### src/rtl/param_stall_pipe.sv
// DEPTH-stage, WIDTH-bit stalling pipeline with hazard bubbles, backpressure freeze and flush.
// Optional hazard-cycle counter on stall_cnt: define PARAM_STALL_PIPE_STALL_CNT_EN.
module param_stall_pipe #(
    parameter int WIDTH = 32,
    parameter int DEPTH = 4,
    parameter int CNT_W = 16
) (
    input  logic             clk,
    input  logic             rst_n,
    input  logic             in_valid,
    input  logic [WIDTH-1:0] in_data,
    output logic             in_ready,
    input  logic             stall_req,
    input  logic             flush,
    output logic             out_valid,
    output logic [WIDTH-1:0] out_data,
    input  logic             out_ready,
    output logic [CNT_W-1:0] stall_cnt
);

    logic [DEPTH-1:0] v;
    logic [WIDTH-1:0] d [DEPTH];
    logic             frz;
    logic             hz;

    // An empty last stage never freezes, so stalled contents can always drain.
    assign frz       = v[DEPTH-1] & ~out_ready;
    assign hz        = stall_req & v[0];
    assign in_ready  = ~frz & ~hz & ~flush;
    assign out_valid = v[DEPTH-1];
    assign out_data  = d[DEPTH-1];

    always_ff @(posedge clk or negedge rst_n) begin
        if (!rst_n) begin
            v <= '0;
            for (int i = 0; i < DEPTH; i++) d[i] <= '0;
        end else if (flush) begin
            v <= '0;
            for (int i = 0; i < DEPTH; i++) d[i] <= '0;
        end else if (frz) begin
            v <= v;
        end else if (hz) begin
            // Stage 0 holds the hazarded word; a zeroed bubble enters stage 1.
            v[1] <= 1'b0;
            d[1] <= '0;
            for (int i = 2; i < DEPTH; i++) begin
                v[i] <= v[i-1];
                d[i] <= d[i-1];
            end
        end else begin
            v[0] <= in_valid;
            d[0] <= in_valid ? in_data : '0;
            for (int i = 1; i < DEPTH; i++) begin
                v[i] <= v[i-1];
                d[i] <= d[i-1];
            end
        end
    end

`ifdef PARAM_STALL_PIPE_STALL_CNT_EN
    logic [CNT_W-1:0] cnt;

    always_ff @(posedge clk or negedge rst_n) begin
        if (!rst_n) begin
            cnt <= '0;
        end else if (hz && !frz && !flush && (cnt != {CNT_W{1'b1}})) begin
            cnt <= cnt + {{(CNT_W-1){1'b0}}, 1'b1};
        end
    end

    assign stall_cnt = cnt;
`else
    assign stall_cnt = '0;
`endif

endmodule

### config.mk
export PLATFORM = sky130hd
export DESIGN_NAME = param_stall_pipe
export DESIGN_NICKNAME = d
export VERILOG_FILES = /design/src/rtl/param_stall_pipe.sv
export SDC_FILE = /design/constraint.sdc
export NUM_CORES = 1
export LEC_CHECK = 0
export ABC_AREA = 1
export CAP_MARGIN = 15
export CORE_ASPECT_RATIO = 0.9
export CORE_MARGIN = 1
export CORE_UTILIZATION = 54
export CTS_BUF_LIST = sky130_fd_sc_hd__clkbuf_16
export DETAILED_ROUTE_END_ITERATION = 12
export PLACE_DENSITY = 0.86
export SLEW_MARGIN = 20
export SYNTH_ARGS = -nofsm -noshare
export SYNTH_HDL_FRONTEND = slang
export SYNTH_SLANG_ARGS = --single-unit
### constraint.sdc
create_clock -name clk -period 1.7 [get_ports clk]
set_input_delay 0.425 -clock clk [delete_from_list [all_inputs] [get_ports clk]]
set_output_delay 0.425 -clock clk [all_outputs]
set_load 0.005 [all_outputs]
# [Word-level counts from Yosys, hierarchy flattened]
# Cells that the tools add are included.
[classes] n_addsub=0 n_mul=0 div_mod_pow=0 n_lt_le_gt_ge=0 eq_ne=2 shifts=0 n_mux=9 bitwise=8 n_reduce_logical=1
[op_table] cell="$mux W128" count=2
[op_table] cell="$mux W96" count=1
[op_table] cell="$mux W32" count=2
[op_table] cell="$mux W4" count=2
[op_table] cell="$and A1 B1 Y1" count=4
[op_table] cell="$ne A2 B2 Y1 const B" count=2
[op_table] cell="$not A1 Y1" count=4
[op_table] cell="$mux W1" count=2
[op_table] cell="$reduce_and A2 Y1" count=1
[totals] ff_bits=132 latch_bits=0 ram_bits=0 mem_bits_ro=0 input_bits=38 output_inout_bits=50 elab_cells=26 mem_count=0

# [Longest topological paths before layout]
[depth] depth_word=5 depth_mapped=8 ltp_nobuf=5

# [Worst setup path before layout]
# Ideal clock, no wire load.
[synth_timing] kind="in2out" start="input port out_ready" end="output port in_ready" arrival_time_ps=1078 path_slack_ps=197 cell_stages=5 cell_sequence="inv_1 nand2_1 nand2_2 buf_2 nor2_1"
[synth_between] elab_chain_cells=5
[synth_rtl] element="start, declared" line="17" rtl="input logic out_ready,"
[synth_rtl] element="$not A1 Y1" line="27" rtl="assign frz = v[DEPTH-1] & ~out_ready;"
[synth_rtl] element="$and A1 B1 Y1" line="27"
[synth_rtl] element="$not A1 Y1" line="29" rtl="assign in_ready = ~frz & ~hz & ~flush;"
[synth_rtl] element="$and A1 B1 Y1 (2 in series)" line="29"
[synth_rtl] element="end, declared" line="12" rtl="output logic in_ready,"
# Every way passes these cells.

# [Worst setup path after layout]
[layout_timing] start="register v[3]" end="output port out_valid"
[layout_rtl] element="start, declared" line="21" rtl="logic [DEPTH-1:0] v;"
[layout_rtl] element="start signal, assigned" line="41" rtl="v <= v;"
[layout_rtl] element="start signal, assigned by index" line="47" rtl="v[i] <= v[i-1];"
[layout_rtl] element="start signal, assigned by index" line="54" rtl="v[i] <= v[i-1];"
[layout_rtl] element="end, declared" line="15" rtl="output logic out_valid,"
# No word-level cell between the ends.

==> results by group <==
Floorplanning
  – Std cell rows: 36
  – Initial Utilization: 0.552
  – IO Count: 88
  – DIE HEIGHT: 102 microns
  – Core area: 10800 sq um
  – Die area: 11500 sq um
  – Chip width: 113 microns

Yosys
  – Area contributors post-synth: dfrtp_1 55%, nand2_1 17%, nand3_1 11%
  – Synth Warn #: 0
  – Post-synth EDFFs: 0
  – Synth cell types: 17
  – Synth area leader: dfrtp_1
  – Most frequent cell after synthesis: nand2_1
  – Synth cell count leaders: 263 x nand2_1, 132 x dfrtp_1, 132 x nand3_1, 51 x buf_4, 34 x nor2_1
  – Flops & latches, synth: 132
  – Synth Instances: 703
  – Async SR Flop Fraction: 1.00
  – Synth Flop Type: dfrtp_1
  – Seq/Total Area, Yosys: 0.554
  – Syn Area/Cell: 8.49 sq um
  – Post-synth top area share: 0.554
  – Area of the mapped netlist: 5970 sq um

Placement
  – Port bufs: 71
  – Placer Congestion: 0.809
  – Placed Cells incl. Taps: 843
  – Dpl hpwl: 7570 microns

STA
  – # setup viols final: 0
  – Max-slew headroom: 0.562
  – Worst hold slack: 0.407 ns
  – Period Utilization, post-route: 0.968
  – Final Max Slew Viols: 0
  – RSZ-0062 raised after global routing: true
  – Tmin final: 1.65 ns
  – Fmax: 607 MHz
  – Endpoints failing hold: 0
  – Slew of the pin with the lowest slew margin: 0.657 ns
  – Worst Clk Skew: 0.0120 ns

Setup path
  – Crit path max-delay cell type: dfrtp_1
  – RR Endpoint: d[70]
  – Critical Path Max Stage Delay: 0.42 ns
  – Worst-path fanout max: 2
  – Crit path launch: v[3]
  – Crit path depth: 2
  – Critical Path Sink: out_valid
  – CP Capture Type: output pin
  – Crit path kind: register to output pin
  – R2r setup slk: 0.24 ns
  – Beginning of the worst register-to-register path: v[3]
  – Delay-heaviest family, CP: flip-flops
  – WP buf/inv: 2
  – Reg2Reg Depth: 4
  – Crit path cell chain: buf_6 > dlygate4sd2_1
  – Worst Path Arrival: 1.22 ns
  – Req. time, crit path: 1.27 ns
  – Crit path launch type: register

Clock network
  – TritonCTS Sinks: 132
  – Clock insertion delay at the later pin of the skew report: 0.41 ns
  – Root Buffer: clkbuf_16
  – H-tree depth: 4
  – CTS tree: done
  – Clock transition at the registers of the reported paths: 0.06 ns
  – Cts bufs inserted: 17
  – Bufs on Longest Clock Path: 2

Route
  – Avg WL per Cell: 14.2 microns
  – Drt first-iter violations: 392
  – Via density: 5.43
  – Initial DRT Pass Iterations: 5
  – Drc violations: 0
  – WL final: 12600 microns
  – Remaining antenna violation count: 0
  – Vias: 4802

Pwr
  – Power, Total: 7.33 mW
  – Peak VDD IR: 0.639 mV
  – Power Density: 1000 nW/um^2
  – Pleak: 4.38 nW

Final layout
  – Area of the multi-input gates: 2080 sq um
  – Fin nets: 777
  – FF/Latch Area: 3300 sq um
  – Final std cells w/o fill: 884
  – Fill count: 814
  – Layout cells sized above 1: 0.0932
  – Area grow syn2layout: 22.3%
  – ANT cells: 0

Status
  – Outcome: complete, no violations

Global routing
  – Largest net degree at the start of global routing: 100
  – Initial antenna violation count: 0
  – Vias in the first global route: 4481
  – Gr ovfl total: 0
  – First-pass GRT wire length: 21200 microns
  – Gr usage total: 0.233

Job
  – Max Cap Violations: 0

Min path
  – Hold Crit Class: input pin to register
[timing repair]
item / 4_1_cts / 5_1_grt
setup buffers: 6 / 3
pin swaps: 0 / 2
endpoints found under the hold margin: 30 / 0
hold buffers: 1 / 0
endpoints found under the setup margin: 53 / 28
resized for setup: 15 / 29
[routing by layer]
metal	wire length, microns	vias to the layer above	global-route usage
li1	-	2298	-
met1	5540	2294	0.310
met2	6090	189	0.381
met3	754	21	0.0551
met4	172	0	0.0790
met5	0	-	0
[how the worst min path moves through the flow]
stage	from	end	slack, ns	cells after the start
after floorplan	rst_n	d[100]	0.13	0
after global placement	rst_n	d[105]	0.39	1
after detailed placement	rst_n	d[106]	0.40	1
after CTS	d[61]	d[61]	0.47	2
after global routing	stall_req	v[1]	0.40	4
final	stall_req	v[1]	0.41	4
[cell families after synthesis]
| kind of cell | Yosys count | synth area share |
|---|---|---|
| simple gates | 464 | 0.336 |
| flops | 132 | 0.554 |
| buf+inv | 105 | 0.109 |
| compound gates | 1 | 0.000838 |
| other cells | 1 | 0.000629 |
[through the flow]
stage / setup TNS, ns / util / setup WS, ns / cell area, sq um
after global placement: -42.51 / 0.607 / -0.479 / 6560
final: 0 / 0.675 / 0.0539 / 7300
after floorplan: 0 / - / 0.197 / 6020
after global routing: -0.0351 / 0.675 / -0.0162 / 7300
after CTS: -0.0505 / 0.666 / -0.0505 / 7200
after detailed placement: -46.60 / 0.607 / -0.486 / 6560
[report_power, final]
group	total, mW	switching, mW	internal, mW
combinational	0.466	0.266	0.200
sequential	3.27	0.0480	3.22
clock	3.59	1.31	2.28
[worst min-delay path, stage by stage]
cell            delay, ns
dlymetal6s2s_1       0.16
nor2_1               0.06
nand3_1              0.08
nand2_1              0.06
[area by class of cell]
type,count,share of cell area
sequential,132,0.453
multi-input combinational,481,0.285
timing repair buffer,104,0.157
clock buffer,17,0.0583
tap,133,0.0228
clock inverter,14,0.0223
inverter,3,0.00189
[flip-flops by register name, summed over array words and instances, names as in the netlist]
signal	count
v	4
d	96
out_data	32
[cells in the final DEF, fill, tap and decap left out, drive strengths merged, types with 6 or more instances in the layout]
cell / n
clkdlybuf4s50: 34
inv: 6
dfrtp: 132
nand2: 264
nand3: 133
conb: 16
nand4: 33
dlymetal6s2s: 28
nor2: 34
clkbuf: 17
dlygate4sd2: 7
buf: 34
No activity file was read; power rests on OpenSTA's default activity.
